$ cat config.mk
export PLATFORM = sky130hd
export DESIGN_NAME = dmem_mmio
export DESIGN_NICKNAME = d
export VERILOG_FILES = /design/src/rtl/dmem_mmio.sv
export SDC_FILE = /design/constraint.sdc
export NUM_CORES = 2
export LEC_CHECK = 0
export CORE_MARGIN = 3
export CORE_UTILIZATION = 50
export DETAILED_ROUTE_END_ITERATION = 7
export PLACE_DENSITY_LB_ADDON = 0.25
export SYNTH_ARGS = -nofsm -noshare
export SYNTH_HDL_FRONTEND = slang
export SYNTH_SLANG_ARGS = --single-unit
$ cat constraint.sdc
create_clock -name clk -period 5.74 [get_ports clk]
set_clock_uncertainty 0.2 [all_clocks]
set_input_delay 1.435 -clock clk [delete_from_list [all_inputs] [get_ports clk]]
set_output_delay 1.435 -clock clk [all_outputs]
set_load 0.05 [all_outputs]
$ cat src/rtl/dmem_mmio.sv
// dmem_mmio
// ---------
// Data memory plus memory-mapped I/O behind the MIPS core's memory stage.
// Each word-aligned address selects one target:
//   addr < RAM_WORDS*4  word RAM: asynchronous read, write at the clock edge
//   0xFFFF0000 COUNT    free-running 32-bit timer (R/W)
//   0xFFFF0004 CMP      compare value (R/W)
//   0xFFFF0008 STATUS   read:  {24'b0, occupancy[3:0], overflow, empty, full, irq_pend}
//                       write: bit0=1 clears irq_pend, bit3=1 clears overflow
//   0xFFFF000C TXDATA   write pushes writedata[7:0] into the transmit FIFO; reads 0
//   anything else       reads 0; writes are ignored
//
// Ports:
//   clk        rising-edge clock
//   reset      asynchronous, active-low reset
//   memwrite   store strobe from the memory stage
//   addr       byte address (addr[1:0] ignored)
//   writedata  store data
//   readdata   load data, combinational from addr and current state
//   tx_data    FIFO head byte (don't-care when tx_valid is low)
//   tx_valid   FIFO non-empty
//   tx_ready   consumer accepts the head entry this cycle
//   irq        sticky timer interrupt (irq_pend)
//
// Drain handshake: a byte leaves the FIFO at a rising edge where
// tx_valid && tx_ready. tx_valid/tx_data come only from registered state
// and never depend on tx_ready. Once tx_valid is high it stays high, with
// tx_data unchanged, until that byte is accepted.
module dmem_mmio #(
  parameter int RAM_WORDS  = 64,
  parameter int FIFO_DEPTH = 4
) (
  input  logic        clk,
  input  logic        reset,
  input  logic        memwrite,
  input  logic [31:0] addr,
  input  logic [31:0] writedata,
  output logic [31:0] readdata,
  output logic [7:0]  tx_data,
  output logic        tx_valid,
  input  logic        tx_ready,
  output logic        irq
);

  localparam int AW = $clog2(RAM_WORDS);
  localparam int PW = $clog2(FIFO_DEPTH);

  // Word addresses (addr >> 2) of the I/O registers.
  localparam logic [29:0] COUNT_WA  = 30'h3FFF_C000;
  localparam logic [29:0] CMP_WA    = 30'h3FFF_C001;
  localparam logic [29:0] STATUS_WA = 30'h3FFF_C002;
  localparam logic [29:0] TXDATA_WA = 30'h3FFF_C003;

  localparam logic [PW:0]   OCC_ONE  = (PW+1)'(1);
  localparam logic [PW:0]   OCC_FULL = (PW+1)'(FIFO_DEPTH);
  localparam logic [PW-1:0] PTR_ONE  = PW'(1);

  // ---------------------------------------------------------------------
  // Address decode
  // ---------------------------------------------------------------------
  logic [29:0]   word_addr;
  logic          ram_sel;
  logic [AW-1:0] ram_idx;
  logic          count_wr;
  logic          cmp_wr;
  logic          status_wr;
  logic          tx_push_req;

  assign word_addr   = addr[31:2];
  assign ram_sel     = (word_addr < 30'(RAM_WORDS));
  assign ram_idx     = addr[AW+1:2];
  assign count_wr    = memwrite && (word_addr == COUNT_WA);
  assign cmp_wr      = memwrite && (word_addr == CMP_WA);
  assign status_wr   = memwrite && (word_addr == STATUS_WA);
  assign tx_push_req = memwrite && (word_addr == TXDATA_WA);

  // ---------------------------------------------------------------------
  // Word RAM (contents deliberately not reset)
  // ---------------------------------------------------------------------
  logic [31:0] ram [RAM_WORDS];

  always_ff @(posedge clk) begin
    if (memwrite && ram_sel) begin
      ram[ram_idx] <= writedata;
    end
  end

  // ---------------------------------------------------------------------
  // Timer
  // ---------------------------------------------------------------------
  logic [31:0] count;
  logic [31:0] cmp;
  logic        irq_pend;
  logic        cmp_hit;

  // Compare on registered values, so irq rises one edge after the match cycle.
  assign cmp_hit = (count == cmp);

  always_ff @(posedge clk or negedge reset) begin
    if (!reset) begin
      count    <= 32'd0;
      cmp      <= 32'hFFFF_FFFF;
      irq_pend <= 1'b0;
    end else begin
      count <= count_wr ? writedata : count + 32'd1;
      if (cmp_wr) begin
        cmp <= writedata;
      end
      // A set in the same cycle as a software clear takes priority.
      if (cmp_hit) begin
        irq_pend <= 1'b1;
      end else if (status_wr && writedata[0]) begin
        irq_pend <= 1'b0;
      end
    end
  end

  assign irq = irq_pend;

  // ---------------------------------------------------------------------
  // Transmit FIFO
  // ---------------------------------------------------------------------
  logic [7:0]    fifo_mem [FIFO_DEPTH];
  logic [PW-1:0] head;
  logic [PW-1:0] tail;
  logic [PW:0]   occ;
  logic          overflow;
  logic          full;
  logic          empty;
  logic          push;
  logic          pop;

  assign full  = (occ == OCC_FULL);
  assign empty = (occ == '0);
  // full is judged at the start of the cycle, so a same-cycle pop does not
  // make room for a push.
  assign push  = tx_push_req && !full;
  assign pop   = tx_valid && tx_ready;

  always_ff @(posedge clk) begin
    if (push) begin
      fifo_mem[tail] <= writedata[7:0];
    end
  end

  always_ff @(posedge clk or negedge reset) begin
    if (!reset) begin
      head     <= '0;
      tail     <= '0;
      occ      <= '0;
      overflow <= 1'b0;
    end else begin
      if (push) begin
        tail <= tail + PTR_ONE;
      end
      if (pop) begin
        head <= head + PTR_ONE;
      end
      case ({push, pop})
        2'b10:   occ <= occ + OCC_ONE;
        2'b01:   occ <= occ - OCC_ONE;
        default: occ <= occ;
      endcase
      if (tx_push_req && full) begin
        overflow <= 1'b1;
      end else if (status_wr && writedata[3]) begin
        overflow <= 1'b0;
      end
    end
  end

  assign tx_valid = !empty;
  assign tx_data  = fifo_mem[head];

  // ---------------------------------------------------------------------
  // Load data
  // ---------------------------------------------------------------------
  logic [31:0] occ_ext;
  logic [31:0] status;

  assign occ_ext = 32'(occ);
  assign status  = {24'd0, occ_ext[3:0], overflow, empty, full, irq_pend};

  always_comb begin
    readdata = 32'd0;
    if (ram_sel) begin
      readdata = ram[ram_idx];
    end else begin
      case (word_addr)
        COUNT_WA:  readdata = count;
        CMP_WA:    readdata = cmp;
        STATUS_WA: readdata = status;
        default:   readdata = 32'd0;
      endcase
    end
  end

  logic unused_bits;
  assign unused_bits = ^{addr[1:0], occ_ext[31:4]};

endmodule

Yosys cells after proc, flatten, opt, wreduce, memory -nomap -nowiden. Memories as Yosys holds them, arrays and structs flattened. Cells that the tools add are included.

RAM bits: 2080. Flip-flop bits (word level): 73. Memories: 2. Logic and storage cells: 51. Bits of input ports: 68.

Memory list: ram (depth 64, bits a word 32, rd ports 1, clocked after memory_dff 0, write ports 1, line 80) `logic [31:0] ram [RAM_WORDS];`; fifo_mem (depth 4, bits a word 8, rd ports 1, clocked after memory_dff 0, write ports 1, line 123) `logic [7:0] fifo_mem [FIFO_DEPTH];`.

Add/subtract/negate cells: 5. Mux-type cells: 12. Equality and inequality tests: 8. Reductions and logical operators: 16. Magnitude comparators: 1.

Operator list (number): $eq 30x30->1 const B (4); $pmux 32 s3 (1); $mux 32 (2); $add 32x1->32 const B (1); $eq 32x32->1 (1); $lt 30x7->1 const B (1); $logic_and 1x1->1 (10); $mux 1 (8); $pmux 3 s2 (1); $reduce_bool 2->1 (3); $add 2x1->2 const B (2); $add 3x1->3 const B (1); $eq 3x3->1 const B (1); $logic_not 3->1 (1); $sub 3x1->3 const B (1); $eq 2x1->1 const B (1); $eq 2x2->1 const B (1); $logic_not 1->1 (2).

Logic depth before layout (Yosys ltp).
Depth after elaboration: 5. Depth in mapped cells: 13. Gate-level depth less buffers: 11.

Worst setup path before layout. No wires, ideal clock.

Path type: input to output. From: input port addr[6]. To: output port readdata[3]. Required time: 4.105 ns. Stages on the path: 8. Slack: -0.398 ns. Buffers on the path: 3. Arrival time: 4.503 ns. Cells stage by stage: buf_2 or3_1 buf_2 or3_1 or4_4 buf_2 or2_2 o21ai_0.

Cells in the longest elaborated chain, start to end: 3.

Ends and longest elaborated chain: start: declaration (line 36) `input logic [31:0] addr,`; branches (longest 2 deep; another with $lt 30x7->1); $mux 32 * (line 186) `if (ram_sel) begin`; end: declaration (line 38) `output logic [31:0] readdata,`.

Mark *: on every way between the ends.

Worst setup path in the final report.
From: input port addr[2]. To: output port readdata[3].

Same word-level chain as after synthesis.

==> metrics.csv <==
metric,value,unit
worst-path-buf-inv,8,
worst_slew_pin_slew,1.16,ns
drt-wirelength-per-cell,30.0,um
ys_warn_count,0,
gp_congestion,0.885,
intPower,0.0255,W
p_comb_share,6.2,%
clock_path_buffers,3,
hold_violations,0,
synthCells,4814,
portBuffers,107,
ys_seq_area_share,77.5,%
critPathMaxFanout,21,
overflow,0,
fin_ws,0.0543,ns
outcome,"complete, no violations",
final_area,0.0985,mm^2
worstPathArrival,4.05,ns
numCtsBuffers,203,
syn_area,0.0830,mm^2
dpl_worst_slack,-0.390,ns
yosysMostFrequentCell,edfxtp_1,
slew_headroom,22.6,%
core,0.164,mm^2
dr.pass1.iters,6,
synth_ff_type,edfxtp_1,
cts_tree,done,
crit_type,primary input to primary output,
num_rows,148,
grt_start_max_net_pins,74,
cp_top_family,buffers and inverters,
synth_area_leaders,"edfxtp_1, mux2i_1, a22oi_1",
r2r_slack,2.72,ns
htreeDepth,4,
root_buffer,clkbuf_16,
p_sw_share,21.6,%
max_freq,176,MHz
die_x,414,um
placedCellCount,7288,
start_kind,primary input,
insertion_delay,0.82,ns
cellPowerDensity,331,mW/mm^2
io_pins,110,
synth_commonest_cells,"edfxtp_1, mux2i_1, a22oi_1",
p_clk_share,40.7,%
async_reset_ff_share,3.39,%
totalWireLength,230000,um
dieHeight,414,um
power,0.0326,W
grt_use_total,26.7,%
cpMostUsedCell,buf_4,
p_leak,32.7,nW
fin_nets,5396,
synth_largest_area_cell,edfxtp_1,
fin_crit,5.69,ns
worstPathCellList,buf_4 -> buf_4 -> or2_4 -> buf_4 -> buf_6 -> o22ai_1 -> o21ai_0 -> buf_4 -> nand4_1 -> o21ai_0 -> buf_4 -> o21ai_1 -> buf_4 -> buf_12,
p_seq_share,53.0,%
worst_setup_path_end_kind,primary output,
vias,48700,
grt_pass1_vias,46700,
layout.cells.non_filler,7672,
fin_crit_sh,99.1,%
ys_types,58,
place_area,0.0918,mm^2
ys_seq_elements,2153,
avgSynthCellArea,17.3,um^2
crit_path_max_incr_delay,0.27,ns
grt_pass1_wl,329000,um
setup_viol,0,
vias_per_cell,6.35,
hpwl,141000,um
postSynthNetCount,4889,
crit_path_top_delay_cell,or2_4,
area_growth_syn_to_layout,18.6,%
die_area,0.171,mm^2
p_sw,0.00705,W
final_layout_size_suffix_gt1_share,19.8,%
start_util,50.7,%
cap_violations,0,
cp_data_required_time,4.11,ns
drt_iter0_markers,6574,
synth_edf_count,2080,
clk_pin_slew,0.06,ns
rsz0062_at_grt,no,
yosys.area.top_type_share,75.2,%
cts_sinks,2153,
slew_violations,0,
antenna_found_initial,5,
min_path_type,flop to flop,
drc_errors,0,
ant_nets,0,
vdd_drop_max,330,uV
## cell type report
type | count | area [um^2]
antenna | 2 | 5.00
clock buffer | 249 | 5350
clock inverter | 130 | 1250
fill | 11900 | 65400
inverter | 9 | 33.8
multi-input combinational | 2311 | 18000
sequential | 2153 | 64300
tap | 2175 | 2720
timing repair buffer | 643 | 6830
## routing by layer
| metal | wire length (um) | track usage [%] | part of all wire, % | vias to the layer above |
|---|---|---|---|---|
| met5 | 0 | 0 | 0 | - |
| met4 | 7500 | 8.82 | 3.3 | 0 |
| met3 | 22300 | 5.07 | 9.7 | 345 |
| met2 | 109000 | 42.3 | 47 | 2577 |
| met1 | 91400 | 37.6 | 40 | 25000 |
| li1 | - | - | - | 20800 |
## state kept, by name, indices dropped and copies added, names as in the netlist
signal    cells
cmp          32
count        32
fifo_mem     32
head          2
irq           1
occ           3
overflow      1
ram        2048
tail          2
## worst paths after layout
check                              start           to  cells after the start
worst min-delay path              occ[2]       occ[2]                      1
min in group asynchronous          reset     count[6]                      1
max in group asynchronous          reset    count[20]                      1
worst max register to register  count[4]    count[31]                      7
worst max-delay path             addr[2]  readdata[3]                     14
worst min register to register    occ[2]       occ[2]                      1
## cells in the final DEF (no fill, tap or decap), drive strengths merged, types with 38 or more instances in the layout
cell | netlist | final
o21ai | 204 | 204
nor2 | 142 | 142
edfxtp | 2080 | 2080
nand2 | 38 | 38
dfrtp | 41 | 41
clkinv | 0 | 95
xor2 | 49 | 49
a221oi | 150 | 150
a22oi | 344 | 344
buf | 78 | 603
o22ai | 321 | 321
clkbuf | 263 | 250
nand4 | 47 | 47
mux2i | 515 | 515
a21oi | 224 | 224
## power groups by stage
stage,Sequential (W),Combinational [W],Clock (W)
final,0.0173,0.00203,0.0133
after detailed placement,0.0176,0.00200,0
after global routing,0.0173,0.00214,0.0141
after global placement,0.0176,0.00197,0
after CTS,0.0173,0.00201,0.0134
after floorplan,0.0176,0.000965,0
## what timing repair did
action | CTS | global route
pin swaps | 3 | 2
setup buffers | 1 | 1
gates cloned | 0 | 1
hold buffers | 0 | 0
gates resized for setup | 20 | 42
endpoints found under the setup margin | 32 | 24
## kinds of logic (layout without fill, tap and decap cells)
group                    count (synthesis)  in the layout  share of synthesized area, %
adder cells (fa/ha/maj)                  7              7                         0.114
XOR/XNOR                                68             68                         0.717
buffers and inverters                  350           1031                          1.62
AND/OR/NAND/NOR                        330            330                          1.97
multiplexers                           574            574                          7.47
AO/OA/AOI/OAI                         1332           1332                          10.7
other                                    0              2                             0
flip-flops                            2153           2153                          77.5
## through the flow
step / setup TNS (ns) / hold slack (ns) / utilization, %
2_1_floorplan: -2.74 / 0.273 / -
3_3_place_gp: -6.91 / 0.296 / 56.0
3_5_place_dp: -7.13 / 0.315 / 56.0
4_1_cts: 0 / 0.324 / 60.0
5_1_grt: 0 / 0.347 / 60.1
6_report: 0 / 0.329 / 60.1
No activity file was read; power rests on OpenSTA's default activity.
